### config.mk
export PLATFORM = sky130hd
export DESIGN_NAME = img_mem_fsm
export DESIGN_NICKNAME = d
export VERILOG_FILES = /design/src/rtl/img_mem_fsm.sv
export SDC_FILE = /design/constraint.sdc
export NUM_CORES = 1
export LEC_CHECK = 0
export ABC_CLOCK_PERIOD_IN_PS = 3600
export BUFFER_PORTS_ARGS = -buffer_cell sky130_fd_sc_hd__buf_4
export CAP_MARGIN = 20
export CORE_UTILIZATION = 50
export CTS_CLUSTER_SIZE = 30
export DETAILED_ROUTE_END_ITERATION = 8
export GPL_TIMING_DRIVEN = 0
export MAX_ROUTING_LAYER = met4
export PLACE_DENSITY = 0.72
export SYNTH_ARGS = -nofsm -noshare
export SYNTH_HDL_FRONTEND = slang
export SYNTH_SLANG_ARGS = --single-unit
### constraint.sdc
create_clock -name i_CLK -period 3.6 [get_ports i_CLK]
set_clock_uncertainty 0.15 [all_clocks]
set_input_delay 0.72 -clock i_CLK [delete_from_list [all_inputs] [get_ports i_CLK]]
set_output_delay 0.72 -clock i_CLK [all_outputs]
set_load 0.02 [all_outputs]
### src/rtl/img_mem_fsm.sv
// Image memory sequencer: loads up to N words into the image BRAM, replays them
// to the convolver in one contiguous burst, then serves result-memory readback addresses.
module img_mem_fsm #(
  parameter int DATA_W = 24,
  parameter int ADDR_W = 10
) (
  input  logic              i_CLK,
  input  logic              i_rst_n,
  input  logic              i_load,
  input  logic              i_valid,
  input  logic              i_run,
  input  logic [ADDR_W-1:0] i_imgLength,
  input  logic [DATA_W-1:0] i_data,
  output logic              o_mem_we,
  output logic [ADDR_W-1:0] o_mem_waddr,
  output logic [DATA_W-1:0] o_mem_wdata,
  output logic [ADDR_W-1:0] o_mem_raddr,
  output logic              o_conv_valid,
  output logic [ADDR_W-1:0] o_out_addr,
  output logic              o_EOP,
  output logic [1:0]        o_state
);

  localparam logic [1:0] S_IDLE = 2'd0;
  localparam logic [1:0] S_LOAD = 2'd1;
  localparam logic [1:0] S_RUN  = 2'd2;
  localparam logic [1:0] S_DONE = 2'd3;

  logic [1:0]        r_state;
  logic [ADDR_W-1:0] r_n;
  logic [ADDR_W-1:0] r_cnt;
  logic [ADDR_W-1:0] r_len;
  logic              r_run_pend;
  logic              r_rd_active;
  logic              r_we;
  logic [ADDR_W-1:0] r_waddr;
  logic [DATA_W-1:0] r_wdata;
  logic [ADDR_W-1:0] r_raddr;
  logic              r_conv_valid;
  logic [ADDR_W-1:0] r_out_addr;
  logic              r_eop;

  logic              w_wr_accept;
  logic              w_last_rd;
  logic              w_out_wrap;

  assign w_wr_accept = i_valid && (r_cnt < r_n);
  assign w_last_rd   = (r_raddr == r_len - 1'b1);
  // Also wraps to 0 when L is 0 or 1, so the readback address never leaves the frame.
  assign w_out_wrap  = ((r_out_addr + 1'b1) >= r_len);

  always_ff @(posedge i_CLK) begin
    if (!i_rst_n) begin
      r_state      <= S_IDLE;
      r_n          <= '0;
      r_cnt        <= '0;
      r_len        <= '0;
      r_run_pend   <= 1'b0;
      r_rd_active  <= 1'b0;
      r_we         <= 1'b0;
      r_waddr      <= '0;
      r_wdata      <= '0;
      r_raddr      <= '0;
      r_conv_valid <= 1'b0;
      r_out_addr   <= '0;
      r_eop        <= 1'b0;
    end else begin
      r_we         <= 1'b0;
      r_conv_valid <= 1'b0;
      if (i_load) begin
        r_state     <= S_LOAD;
        r_n         <= i_imgLength;
        r_cnt       <= '0;
        r_out_addr  <= '0;
        r_eop       <= 1'b0;
        r_run_pend  <= 1'b0;
        r_rd_active <= 1'b0;
      end else begin
        case (r_state)
          S_LOAD: begin
            // A write accepted alongside i_run lands first; RUN starts one cycle later with it counted.
            if (w_wr_accept) begin
              r_we    <= 1'b1;
              r_waddr <= r_cnt;
              r_wdata <= i_data;
              r_cnt   <= r_cnt + 1'b1;
              if (i_run) r_run_pend <= 1'b1;
            end else if (i_run || r_run_pend) begin
              r_run_pend <= 1'b0;
              r_len      <= r_cnt;
              r_raddr    <= '0;
              if (r_cnt == '0) begin
                r_state <= S_DONE;
                r_eop   <= 1'b1;
              end else begin
                r_state     <= S_RUN;
                r_rd_active <= 1'b1;
              end
            end
          end
          S_RUN: begin
            // One address per cycle; a final tail cycle lets the last read's valid go out before DONE.
            if (r_rd_active) begin
              r_conv_valid <= 1'b1;
              if (w_last_rd) r_rd_active <= 1'b0;
              else           r_raddr     <= r_raddr + 1'b1;
            end else begin
              r_state <= S_DONE;
              r_eop   <= 1'b1;
            end
          end
          S_DONE: begin
            if (i_valid) r_out_addr <= w_out_wrap ? '0 : r_out_addr + 1'b1;
          end
          default: ;
        endcase
      end
    end
  end

  assign o_mem_we     = r_we;
  assign o_mem_waddr  = r_waddr;
  assign o_mem_wdata  = r_wdata;
  assign o_mem_raddr  = r_raddr;
  assign o_conv_valid = r_conv_valid;
  assign o_out_addr   = r_out_addr;
  assign o_EOP        = r_eop;
  assign o_state      = r_state;

endmodule

# Word level (Yosys, flattened, before mapping)
# Cells that the tools add are included.
# totals
wordCells,87
input_bits,39
ff_bits,91
# op_classes
eq_ne,15
addsub,4
n_mux,28
n_lt_le_gt_ge,2
n_bitwise,5
reduce_logical,19
# op_table
cell,n
$mux 10,5
$add 10x1->10 const B,3
$pmux 10 s2,1
$mux 1,16
$ne 2x2->1 const B,8
$reduce_and 4->1,4
$eq 10x10->1,1
$ge 10x10->1,1
$logic_not 10->1,1
$lt 10x10->1,1
$sub 10x1->10 const B,1
$ne 3x3->1 const B,3
$mux 2,3
$reduce_and 3->1,2
$reduce_and 6->1,1
$reduce_or 3->1,2
$not 1->1,5
$reduce_and 5->1,1
$eq 2x2->1 const B,2
$pmux 1 s2,2
$pmux 2 s2,1
$reduce_and 2->1,2
$reduce_bool 2->1,2
$reduce_bool 3->1,1
4 further kinds,4

# Depth between registers and ports, before layout
# logic_depth
word_depth,6
mapped_depth,11

# Least setup slack after synthesis
# No wires, ideal clock.
# synth_timing
kind,register to register
start,"register r_out_addr[0], in the netlist o_out_addr[0]"
end,"register r_out_addr[2], in the netlist o_out_addr[2]"
required_ps,3376
setup_slack_ps,418
arrival_ps,2958
stages_incl_launch_ff,12
cell_sequence,dfxtp_1 > ha_1 > and3_1 > and3_1 > xor2_1 > ha_1 > and3_1 > a2111o_1 > a31oi_1 > o2111ai_1 > or3_1 > a31oi_1
# synth_via
elab_chain_cells,3
# synth_rtl
item,line_no,rtl
from (decl),40,logic [ADDR_W-1:0] r_out_addr;
from (signal assigned),113,if (i_valid) r_out_addr <= w_out_wrap ? '0 : r_out_addr + 1'b1;
$add 10x1->10 *,"50, 113",
$ge 10x10->1,50,assign w_out_wrap = ((r_out_addr + 1'b1) >= r_len);
$mux 10 *,113,
# Every way passes the cells marked *; elsewhere a longest branch is shown, timed or not.
# A chain may end at the register's enable or synchronous reset.

# Worst setup path after layout
# layout_timing
start,"register r_out_addr[1], in the netlist o_out_addr[1]"
end,"register r_out_addr[2], in the netlist o_out_addr[2]"
# Same word-level chain as after synthesis.

==> summary.md <==
| Metric | Value |
|---|---|
| Overall global routing resource usage | `25.0%` |
| Routed vias/inst | `5.51` |
| Largest voltage drop on the vdd net | `196 uV` |
| HP Class | `flip-flop to flip-flop` |
| Worst hold path startpoint | `o_mem_wdata[16]` |
| Skew-Pair Late Insertion Delay | `360 ps` |
| Clock Root Buffer | `clkbuf_8` |
| Total number of yosys warnings | `0` |
| Launching point of the worst reg2reg path | `o_out_addr[1]` |
| Largest net degree at the start of global routing | `16` |
| DR pass1 iterations | `6` |
| Cell count after synthesis | `539` |
| Fraction of final layout cells with drive strength greater than 1 | `21.1%` |
| Initial antenna violation count | `0` |
| I/O pin count | `98` |
| Average size of a mapped cell | `8.53 um2` |
| Number of flip-flops and latches in the synthesized netlist | `91` |
| Required time of the critical path | `3730 ps` |
| Max stage delay on crit path | `420 ps` |
| Number of diodes added for antenna fixing | `0` |
| Top_reg_cell synth | `dfxtp_1` |
| DRC violations left | `3` |
| HPWL reported at the end of detailed placement | `8610 um` |
| Synthesized cell area | `4600 um2` |
| Post-CTS setup buffer count | `0` |
| Slowest CP cell | `a2111o_1` |
| First-pass GRT wire length | `18800 um` |
| Area of all placed cells without fillers | `5680 um2` |
| List of cells traversed by the critical path | `ha_1, and3_1, and3_1, xor2_1, ha_1, and3_1, a2111o_1, a31oi_2, o2111ai_2, or3_1, a31oi_1` |
| Dominant cell type by count on the critical path | `and3_1` |
| Result of the run | `complete, but fails checks` |
| Unrepaired setup endpoints after global routing | `no` |
| Cts-stage hold buffer count | `0` |
| Type of destination of the critical path | `flip-flop` |
| Placeable core region | `8810 um2` |
| Clock tree from TritonCTS | `done` |
| Critical setup path kind | `flip-flop to flip-flop` |
| Post-synthesis to final-layout area growth | `23.6%` |
| Data arrival, critical path | `3490 ps` |
| Worst slack on hold paths | `312 ps` |
| Area of the die | `9580 um2` |
| Clk pin slew, worst setup/hold paths | `100 ps` |
| Width of the chip | `97.9 um` |
| Tightest Pin Transition | `808 ps` |
| Post-synthesis cell type count | `57` |
| DRT iter0 DRCs | `164` |
| Power per Cell Area | `353 nW/um2` |
| Maximum Capacitance Violations | `0` |
| Highest achievable clock rate | `0.298 GHz` |
| Routed wire length per instance | `15.0 um` |
| Total of buffers placed on input and output ports | `96` |
| Initial standard-cell utilization of the core | `52.2%` |
| Number of nets with antenna violations after detailed routing | `0` |
| Placed inst area | `5450 um2` |
| Maximum buffer depth of the clock tree | `2` |
| Gr ovfl total | `0` |
| Count of clock tree sinks | `91` |
| Total Wirelength | `11300 um` |
| Number of placement rows | `34` |
| Number of nets in the finished design | `712` |
| Via count of the first global-routing pass | `4046` |
| Relative slew slack | `46.1%` |
| Vias | `4177` |
| Violations in the final reports | `design-rule violations` |
| Total placed cells including tap cells | `743` |
| Resize count post-CTS | `0` |
| Final number of hold-violating endpoints | `0` |
| Min Tclk post-route | `3350 ps` |
| Share of synthesized registers carrying an async set or reset | `0%` |
| Portion of the clock cycle consumed by the worst path in the final layout | `93.1%` |
| Post-layout instance count excluding filler cells | `758` |
| Timing startpoint of the critical path | `o_out_addr[1]` |
| Highest fanout seen on the critical path | `7` |
| Die height | `97.9 um` |
| Final setup violating endpoints | `0` |
| Leakage power | `2.46 nW` |
| Sequential share of the synthesized area | `39.6%` |
| Net count after synthesis | `605` |
| Aggregate negative setup slack | `0 ps` |
| Deepest level of the CTS H-tree | `3` |
| Number of buffers added by the clock tree synthesis step | `9` |
| Final weighted congestion in routability-driven placement | `0.850` |
| Total power of the final layout | `2.00 mW` |
| Element type at the critical path start | `flip-flop` |
| Count of flip-flops with a built-in enable after synthesis | `0` |
| Max Slew Vio Count | `0` |
sequential cells by signal (all words and copies together), names as in the netlist:
register      flops
o_mem_wdata      24
o_mem_raddr      10
o_mem_waddr      10
o_out_addr       10
r_cnt            10
r_len            10
r_n              10
o_state           2
o_EOP             1
o_conv_valid      1
o_mem_we          1
r_rd_active       1
r_run_pend        1
worst max-delay path: cells and delay by family, from the launching register on:
family / cells / cell delay (ps)
compound gates: 4 / 1040
simple gates: 4 / 990
fa+ha+maj: 2 / 490
flops: 1 / 410
xor+xnor: 1 / 170
area by class of cell:
type                    count  area, um2
fillers                   763       3130
multi-input cells         390       2560
flip-flops and latches     91       1820
repair buffers             97        726
well taps                 108        135
clock buffers               9        124
inverters                  32        120
plain buffers              25        109
clock inverters             6       87.6
final timing paths:
check / to / slack [ps] / cells past startpoint
worst min register to register: o_mem_wdata[16] / 310 / 2
worst max register to register: o_out_addr[2] / 250 / 11
worst max-delay path: o_out_addr[2] / 250 / 11
worst min-delay path: o_mem_wdata[16] / 310 / 2
per-layer routing:
metal / vias up / track usage [%] / wire [um]
met4: 0 / 9.21 / 236
met2: 112 / 41.6 / 5470
met3: 21 / 4.80 / 535
li1: 2083 / - / -
met5: - / - / 0
met1: 1961 / 30.1 / 5100
placed cells by master, fill, tap and decap left out, types with 4 or more instances in the layout:
| cell type | netlist | layout |
|---|---|---|
| buf_4 | 1 | 97 |
| dfxtp_1 | 91 | 90 |
| nand2_1 | 81 | 81 |
| a21oi_1 | 51 | 51 |
| nor2_1 | 51 | 50 |
| inv_1 | 32 | 32 |
| ha_1 | 27 | 27 |
| mux2i_1 | 22 | 22 |
| xor2_1 | 19 | 19 |
| clkbuf_1 | 19 | 18 |
| xnor2_1 | 14 | 14 |
| nand3_1 | 11 | 11 |
| and3_1 | 10 | 10 |
| nand4_1 | 9 | 9 |
| clkbuf_8 | 0 | 9 |
| nor3_1 | 7 | 7 |
| o21ai_0 | 6 | 6 |
| or3_1 | 6 | 6 |
| a22o_1 | 6 | 6 |
| a21o_1 | 5 | 5 |
| o21ai_1 | 5 | 5 |
| nand2b_1 | 4 | 4 |
| buf_2 | 3 | 4 |
| a31oi_1 | 5 | 4 |
synthesized netlist by cell type, types with 2 or more instances:
master / number / area (um2)
inv_1: 32 / 120
a211oi_1: 3 / 22.5
a211o_1: 2 / 17.5
xnor2_1: 14 / 123
o2111ai_2: 2 / 30.0
xor2_1: 19 / 166
buf_2: 3 / 15.0
or2_2: 3 / 18.8
nand2b_1: 4 / 25.0
a2111oi_2: 2 / 30.0
nand4_1: 9 / 56.3
a2111o_1: 2 / 22.5
mux2i_1: 22 / 220
nand2_1: 81 / 304
buf_1: 2 / 7.51
o2111ai_1: 3 / 26.3
and3_1: 10 / 62.6
o2111a_1: 2 / 22.5
nand3_1: 11 / 55.1
nor2_1: 51 / 191
clkbuf_1: 19 / 71.3
o211ai_1: 2 / 15.0
or3_1: 6 / 37.5
a21o_1: 5 / 37.5
nor3_1: 7 / 35.0
a21oi_1: 51 / 255
o21ai_0: 6 / 30.0
a31oi_1: 5 / 31.3
nor2b_1: 3 / 18.8
o311ai_0: 2 / 17.5
o21a_1: 3 / 22.5
dfxtp_1: 91 / 1820
a22o_1: 6 / 52.6
and4_1: 3 / 26.3
ha_1: 27 / 338
o21ai_1: 5 / 25.0
kinds of logic (layout without fill, tap and decap cells):
kind of cell,count (synthesis),in the layout,synth area share (%)
and+or+nand+nor,197,197,20.0
AOI/OAI and AO/OA,110,110,16.5
xor gates and xnor gates,34,34,6.64
muxes,22,22,4.79
buffers and inverters,58,169,5.06
adders and majority gates,27,27,7.35
DFF,91,91,39.6
power breakdown:
group	internal, mW	switching, mW	leakage [nW]
registers	1.03	0.0150	0.737
clock network	0.390	0.368	0.110
logic	0.0859	0.118	1.62
metrics by stage:
stage	worst slack, ps	utilization (%)
after CTS	76.7	64.3
after floorplan	418	-
after detailed placement	113	61.9
after global placement	155	61.9
after global routing	29.6	64.5
final	248	64.5
No activity file was read; power rests on OpenSTA's default activity.
